==> src/rtl/trace_dump_ctrl_if.sv <==
// Bus bundle between the trace dump controller and its surroundings:
// command processor, capture unit, sample RAM and UART transmitter.
interface trace_dump_ctrl_if #(
   parameter int ADDR_W = 9,
   parameter int DATA_W = 8
);
   // Command side
   logic              dump_req;
   logic              dump_abort;
   logic              capture_done;
   logic [ADDR_W-1:0] trace_end;
   // Capture unit RAM request
   logic [ADDR_W-1:0] cap_addr;
   logic              cap_en;
   logic              cap_we;
   // Muxed RAM port
   logic [ADDR_W-1:0] ram_addr;
   logic              ram_en;
   logic              ram_we;
   logic [DATA_W-1:0] ram_rdata;
   // UART side.
   // Handshake: tx_rdy is a level from the UART meaning "can accept a byte".
   // A byte is transferred in exactly the cycle where tx_start=1; tx_start is
   // only ever raised while tx_rdy=1, and tx_data carries that byte and stays
   // unchanged until the controller loads the next sample.
   logic              tx_rdy;
   logic              tx_start;
   logic [DATA_W-1:0] tx_data;
   // Status
   logic              busy;
   logic              dump_nak;
   logic              dump_done;
   logic              clr_capture_done;

   // Controller view
   modport master (
      input  dump_req, dump_abort, capture_done, trace_end,
      input  cap_addr, cap_en, cap_we,
      output ram_addr, ram_en, ram_we,
      input  ram_rdata,
      input  tx_rdy,
      output tx_start, tx_data,
      output busy, dump_nak, dump_done, clr_capture_done
   );

   // Environment view
   modport slave (
      output dump_req, dump_abort, capture_done, trace_end,
      output cap_addr, cap_en, cap_we,
      input  ram_addr, ram_en, ram_we,
      output ram_rdata,
      output tx_rdy,
      input  tx_start, tx_data,
      input  busy, dump_nak, dump_done, clr_capture_done
   );
endinterface

==> src/rtl/trace_dump_ctrl.sv <==
// Trace dump controller: once a capture is complete, owns the sample RAM
// port and streams every sample, oldest first, to the UART transmitter,
// then re-arms the capture unit. The RAM port belongs to the capture unit
// whenever the controller is idle.
module trace_dump_ctrl #(
   parameter int ADDR_W = 9,
   parameter int DEPTH  = 512,
   parameter int DATA_W = 8,
   parameter int RD_LAT = 1
) (
   input  logic              clk,
   input  logic              rst_n,
   trace_dump_ctrl_if.master bus,
   output logic [2:0]        dbg_state
);

   typedef enum logic [2:0] {
      S_IDLE     = 3'd0,
      S_RD       = 3'd1,
      S_RD_WAIT  = 3'd2,
      S_TX_START = 3'd3,
      S_TX_WAIT  = 3'd4,
      S_FIN      = 3'd5
   } state_t;

   // Last value of the read-wait counter before the RAM data is valid.
   localparam logic [1:0]      WAIT_LAST = 2'(RD_LAT - 1);
   localparam logic [ADDR_W:0] DEPTH_C   = (ADDR_W + 1)'(DEPTH);

   state_t              state;
   state_t              state_nxt;
   logic [ADDR_W-1:0]   rd_ptr;
   logic [ADDR_W:0]     cnt;
   logic [1:0]          wait_cnt;
   logic                ign_rdy;
   logic [DATA_W-1:0]   tx_data_q;
   logic                nak_q;

   logic                ld_ptr;
   logic                adv_ptr;
   logic                cap_byte;
   logic                nak_nxt;
   logic                rd_en;
   logic                tx_start_c;
   logic                done_c;

   // State register
   always_ff @(posedge clk or negedge rst_n) begin
      if (!rst_n) begin
         state <= S_IDLE;
      end else begin
         state <= state_nxt;
      end
   end

   // Next-state and strobe decode; abort overrides everything outside IDLE
   always_comb begin
      state_nxt  = state;
      ld_ptr     = 1'b0;
      adv_ptr    = 1'b0;
      cap_byte   = 1'b0;
      nak_nxt    = 1'b0;
      rd_en      = 1'b0;
      tx_start_c = 1'b0;
      done_c     = 1'b0;
      case (state)
         S_IDLE: begin
            // An abort in the same cycle drops the request without a nak.
            if (bus.dump_req && !bus.dump_abort) begin
               if (bus.capture_done) begin
                  ld_ptr    = 1'b1;
                  state_nxt = S_RD;
               end else begin
                  nak_nxt = 1'b1;
               end
            end
         end
         S_RD: begin
            rd_en     = 1'b1;
            state_nxt = S_RD_WAIT;
         end
         S_RD_WAIT: begin
            if (wait_cnt == WAIT_LAST) begin
               cap_byte  = 1'b1;
               state_nxt = S_TX_START;
            end
         end
         S_TX_START: begin
            if (bus.tx_rdy) begin
               tx_start_c = 1'b1;
               adv_ptr    = 1'b1;
               state_nxt  = S_TX_WAIT;
            end
         end
         S_TX_WAIT: begin
            // The UART may still show ready in the cycle right after the
            // strobe, before it has registered the new byte.
            if (!ign_rdy && bus.tx_rdy) begin
               state_nxt = (cnt < DEPTH_C) ? S_RD : S_FIN;
            end
         end
         S_FIN: begin
            done_c    = 1'b1;
            state_nxt = S_IDLE;
         end
         default: begin
            state_nxt = S_IDLE;
         end
      endcase
      if (state != S_IDLE && bus.dump_abort) begin
         state_nxt  = S_IDLE;
         adv_ptr    = 1'b0;
         cap_byte   = 1'b0;
         tx_start_c = 1'b0;
         done_c     = 1'b0;
      end
   end

   // Read pointer, byte count, read-latency counter, output byte and nak
   always_ff @(posedge clk or negedge rst_n) begin
      if (!rst_n) begin
         rd_ptr    <= '0;
         cnt       <= '0;
         wait_cnt  <= '0;
         ign_rdy   <= 1'b0;
         tx_data_q <= '0;
         nak_q     <= 1'b0;
      end else begin
         nak_q   <= nak_nxt;
         ign_rdy <= adv_ptr;
         if (ld_ptr) begin
            // Oldest sample sits just after the newest; wraps mod DEPTH.
            rd_ptr <= bus.trace_end + ADDR_W'(1);
            cnt    <= '0;
         end else if (adv_ptr) begin
            rd_ptr <= rd_ptr + ADDR_W'(1);
            cnt    <= cnt + (ADDR_W + 1)'(1);
         end
         if (state == S_RD) begin
            wait_cnt <= '0;
         end else if (state == S_RD_WAIT) begin
            wait_cnt <= wait_cnt + 2'd1;
         end
         if (cap_byte) begin
            tx_data_q <= bus.ram_rdata;
         end
      end
   end

   // RAM port arbitration: capture unit in IDLE, read-only dump otherwise
   always_comb begin
      if (state == S_IDLE) begin
         bus.ram_addr = bus.cap_addr;
         bus.ram_en   = bus.cap_en;
         bus.ram_we   = bus.cap_we;
      end else begin
         bus.ram_addr = rd_ptr;
         bus.ram_en   = rd_en;
         bus.ram_we   = 1'b0;
      end
   end

   assign bus.tx_start         = tx_start_c;
   assign bus.tx_data          = tx_data_q;
   assign bus.busy             = (state != S_IDLE);
   assign bus.dump_nak         = nak_q;
   assign bus.dump_done        = done_c;
   assign bus.clr_capture_done = done_c;
   assign dbg_state            = state;

endmodule

==> src/flat_wrapper.sv <==
// flat-port wrapper written by rule: the top's interface ports become plain ports
module trace_dump_ctrl_flat 
#(
   parameter int ADDR_W = 9,
   parameter int DEPTH  = 512,
   parameter int DATA_W = 8,
   parameter int RD_LAT = 1
)
  (clk, rst_n, dbg_state, bus_dump_req, bus_dump_abort, bus_capture_done, bus_trace_end, bus_cap_addr, bus_cap_en, bus_cap_we, bus_ram_addr, bus_ram_en, bus_ram_we, bus_ram_rdata, bus_tx_rdy, bus_tx_start, bus_tx_data, bus_busy, bus_dump_nak, bus_dump_done, bus_clr_capture_done);
  trace_dump_ctrl_if #(.ADDR_W(ADDR_W), .DATA_W(DATA_W)) bus_i ();
  input  logic clk;
  input  logic rst_n;
  output logic [2:0] dbg_state;
  input wire logic [$bits(bus_i.dump_req)-1:0] bus_dump_req;
  input wire logic [$bits(bus_i.dump_abort)-1:0] bus_dump_abort;
  input wire logic [$bits(bus_i.capture_done)-1:0] bus_capture_done;
  input wire logic [$bits(bus_i.trace_end)-1:0] bus_trace_end;
  input wire logic [$bits(bus_i.cap_addr)-1:0] bus_cap_addr;
  input wire logic [$bits(bus_i.cap_en)-1:0] bus_cap_en;
  input wire logic [$bits(bus_i.cap_we)-1:0] bus_cap_we;
  output wire logic [$bits(bus_i.ram_addr)-1:0] bus_ram_addr;
  output wire logic [$bits(bus_i.ram_en)-1:0] bus_ram_en;
  output wire logic [$bits(bus_i.ram_we)-1:0] bus_ram_we;
  input wire logic [$bits(bus_i.ram_rdata)-1:0] bus_ram_rdata;
  input wire logic [$bits(bus_i.tx_rdy)-1:0] bus_tx_rdy;
  output wire logic [$bits(bus_i.tx_start)-1:0] bus_tx_start;
  output wire logic [$bits(bus_i.tx_data)-1:0] bus_tx_data;
  output wire logic [$bits(bus_i.busy)-1:0] bus_busy;
  output wire logic [$bits(bus_i.dump_nak)-1:0] bus_dump_nak;
  output wire logic [$bits(bus_i.dump_done)-1:0] bus_dump_done;
  output wire logic [$bits(bus_i.clr_capture_done)-1:0] bus_clr_capture_done;
  assign bus_i.dump_req = bus_dump_req;
  assign bus_i.dump_abort = bus_dump_abort;
  assign bus_i.capture_done = bus_capture_done;
  assign bus_i.trace_end = bus_trace_end;
  assign bus_i.cap_addr = bus_cap_addr;
  assign bus_i.cap_en = bus_cap_en;
  assign bus_i.cap_we = bus_cap_we;
  assign bus_ram_addr = bus_i.ram_addr;
  assign bus_ram_en = bus_i.ram_en;
  assign bus_ram_we = bus_i.ram_we;
  assign bus_i.ram_rdata = bus_ram_rdata;
  assign bus_i.tx_rdy = bus_tx_rdy;
  assign bus_tx_start = bus_i.tx_start;
  assign bus_tx_data = bus_i.tx_data;
  assign bus_busy = bus_i.busy;
  assign bus_dump_nak = bus_i.dump_nak;
  assign bus_dump_done = bus_i.dump_done;
  assign bus_clr_capture_done = bus_i.clr_capture_done;
  trace_dump_ctrl #(.ADDR_W(ADDR_W), .DEPTH(DEPTH), .DATA_W(DATA_W), .RD_LAT(RD_LAT)) u_core (.clk(clk), .rst_n(rst_n), .bus(bus_i), .dbg_state(dbg_state));
endmodule
==> config.mk <==
export PLATFORM = sky130hd
export DESIGN_NAME = trace_dump_ctrl_flat
export DESIGN_NICKNAME = d
export VERILOG_FILES = /design/src/rtl/trace_dump_ctrl_if.sv /design/src/rtl/trace_dump_ctrl.sv /design/src/flat_wrapper.sv
export SDC_FILE = /design/constraint.sdc
export NUM_CORES = 1
export LEC_CHECK = 0
export ABC_AREA = 1
export ABC_CLOCK_PERIOD_IN_PS = 3800
export CORE_MARGIN = 5
export CORE_UTILIZATION = 51
export CTS_CLUSTER_SIZE = 25
export DETAILED_ROUTE_END_ITERATION = 8
export PLACE_DENSITY_LB_ADDON = 0.25
export SYNTH_ARGS = -nofsm -noshare
export SYNTH_HDL_FRONTEND = slang
export SYNTH_SLANG_ARGS = --single-unit
==> constraint.sdc <==
create_clock -name clk -period 3.8 [get_ports clk]
set_clock_uncertainty 0.05 [all_clocks]
set_input_delay 0.38 -clock clk [delete_from_list [all_inputs] [get_ports clk]]
set_output_delay 0.38 -clock clk [all_outputs]
set_load 0.05 [all_outputs]
==> qor.yml <==
wl_met2_mm: 2.23
dr_wl_met3_um: 310
p_per_area_nw_per_um2: 793
fillCellCount: 301
synthTopCellsByArea: "dfrtp_1 (42%), nand2_1 (15%), inv_1 (4.6%)"
setup_slack_ns: 1.02
worst_pin_slew_ns: 0.519
crit_required_ns: 3.37
tns_ns: 0
stdcell_count: 371
end_kind: "primary output"
relSlewSlack_pct: 65.3
synth.most_common_cell: "nand2_1"
dp_slack_ns: 1.25
setup_violations: 0
period_minus_slack_ns: 2.78
rsz0062_at_grt: "false"
track_usage_pct: 19.1
finalMaxSlewViolations: 0
grt_pass1_wl_mm: 7.89
vias: 1949
clkSlewWorstSetupHoldPaths_ns: 0.07
synth_edf_count: 0
p_clk_share_pct: 12.9
finalCritPeriodShare_pct: 73.1
tritoncts: "yes"
synth_ff_type: "dfrtp_1"
insertion_delay_ns: 0.29
clockBufferDepth: 2
syn_inst: 260
dr.pass1.iters: 5
gr-total-overflow: 0
numCtsBuffers: 5
die_x_um: 73.0
drive_gt1_share_pct: 13.9
cts_resized: 0
initial_core_util_pct: 54.0
antenna_found_initial: 0
ir_drop_mv: 0.513
drt-met1-wl_mm: 2.17
cts_hold_buf: 0
seq_area_frac_synth_pct: 42.1
die_area_um2: 5320
wl_per_cell_um: 12.9
highest_layer: "met4"
hold_class: "in2async"
postRouteAntennaNets: 0
reg2reg_depth: 13
clock_sinks: 34
num_antenna_cells: 0
cp_data_arrival_time_ns: 2.35
die-height_um: 73.0
critPathKind: "reg2out"
cts-htree-levels: 2
synth_cell_types: 36
final_util_pct: 73.2
synth_top_area_share_pct: 42.1
grt_max_degree: 35
fin_nets: 359
synth_area_um2: 2020
viasPerCell: 5.25
yosysTopAreaCell: "dfrtp_1"
synth_warnings: 0
dp_hpwl_mm: 3.49
port_buffers: 60
post_cts_buffers: 0
wirelength_mm: 4.77
start_kind: "register"
route.detailed.drc: 0
sw_frac_of_total_pct: 50.8
ys_ff_latch: 34
root_buffer: "clkbuf_8"
dp_cells: 363
core_um2: 3740
fp-row-count: 22
fmax_mhz: 360
hold_violations: 0
critPathMaxFanout: 6
ys_top_cells_by_count: "nand2_1 (79), dfrtp_1 (34), inv_1 (25)"
power_frac_seq_pct: 26.1
async_reset_ff_share_pct: 100
syn_nets: 297
p_leak_nw: 1.26
max-cap-violations: 0
io_pins: 61
drt_iter0_drc: 127
grt_pass1_vias: 1802
p_int_mw: 1.07
syn_to_final_growth_pct: 35.6
routabilityCongestion: 0.860
p_sw_mw: 1.11
synth.avg_cell_area_um2: 7.78
outcome: "finished, final reports clean"
combPwrFrac_pct: 61.0
## cell type report
cell class,instances,area (um^2),area share [%]
tap,48,60.1,2.19
clock inverter,2,12.5,0.456
timing repair buffer,61,608,22.2
inverter,31,116,4.24
clock buffer,6,82.6,3.01
multi-input combinational,189,1010,36.9
sequential,34,851,31.0
## critical path, cell delays in order, from the launching register on
cell	delay, ns
dfrtp_1	0.47
inv_2	0.17
nand3_1	0.10
inv_1	0.12
nand3_2	0.16
inv_1	0.20
clkdlybuf4s50_1	0.84
## power by group through the flow
| stage | clock (mW) | combinational (mW) | sequential, mW |
|---|---|---|---|
| after global routing | 0.304 | 1.42 | 0.581 |
| final | 0.281 | 1.33 | 0.567 |
| after floorplan | 0 | 0.746 | 0.749 |
| after detailed placement | 0 | 1.33 | 0.571 |
| after CTS | 0.284 | 1.34 | 0.565 |
| after global placement | 0 | 1.31 | 0.566 |
## final timing paths
| kind | end | slack (ns) | startpoint |
|---|---|---|---|
| hold / removal | u_core.cnt[7] | 0.44 | rst_n |
| hold reg to reg | u_core.rd_ptr[8] | 0.46 | u_core.rd_ptr[8] |
| setup / recovery | bus_tx_start | 1.02 | u_core.dbg_state[2] |
| max in group asynchronous | u_core.dbg_state[0] | 2.95 | rst_n |
| setup reg to reg | u_core.rd_ptr[8] | 1.61 | u_core.dbg_state[1] |
| min in group clk | u_core.rd_ptr[8] | 0.46 | u_core.rd_ptr[8] |
## cells by family after synthesis
group | synth area share (%)
fa+ha+maj | 1.86
xor+xnor | 0.866
flops | 42.1
simple gates | 32.3
compound gates | 10.5
mux | 4.46
buf+inv | 7.92
## state kept, by name, summed over array words and instances (netlist names)
signal and cells:
u_core.bus.dump_nak 1, u_core.bus.tx_data 8, u_core.cnt 10, u_core.dbg_state 3
u_core.ign_rdy 1, u_core.rd_ptr 9, u_core.wait_cnt 2
## per-layer routing
layer | track usage [%] | vias up
met4 | 6.56 | 0
li1 | - | 959
met2 | 31.6 | 62
met5 | 0 | -
met1 | 24.2 | 920
met3 | 4.68 | 8
## through the flow
stage / hold WS, ns / power [mW] / cell area, um^2
6_report: 0.440 / 2.17 / 2740
5_1_grt: 0.467 / 2.31 / 2740
4_1_cts: 0.452 / 2.19 / 2740
3_5_place_dp: 0.426 / 1.90 / 2650
3_3_place_gp: 0.420 / 1.88 / 2650
2_1_floorplan: 0.0344 / 1.50 / 2020
## cell usage in the layout, fill, tap and decap left out, drive strengths merged, types with 2 or more instances in the layout
cell,synthesis,routed
nand2,89,89
clkdlybuf4s50,0,60
dfrtp,34,34
inv,31,31
nor2,25,25
o21ai,21,21
nand3,17,17
a21oi,9,9
mux2,8,8
clkbuf,1,6
nor3,4,4
ha,3,3
nand4,2,2
o31ai,2,2
Note: power is estimated with default switching activity, not from simulation.
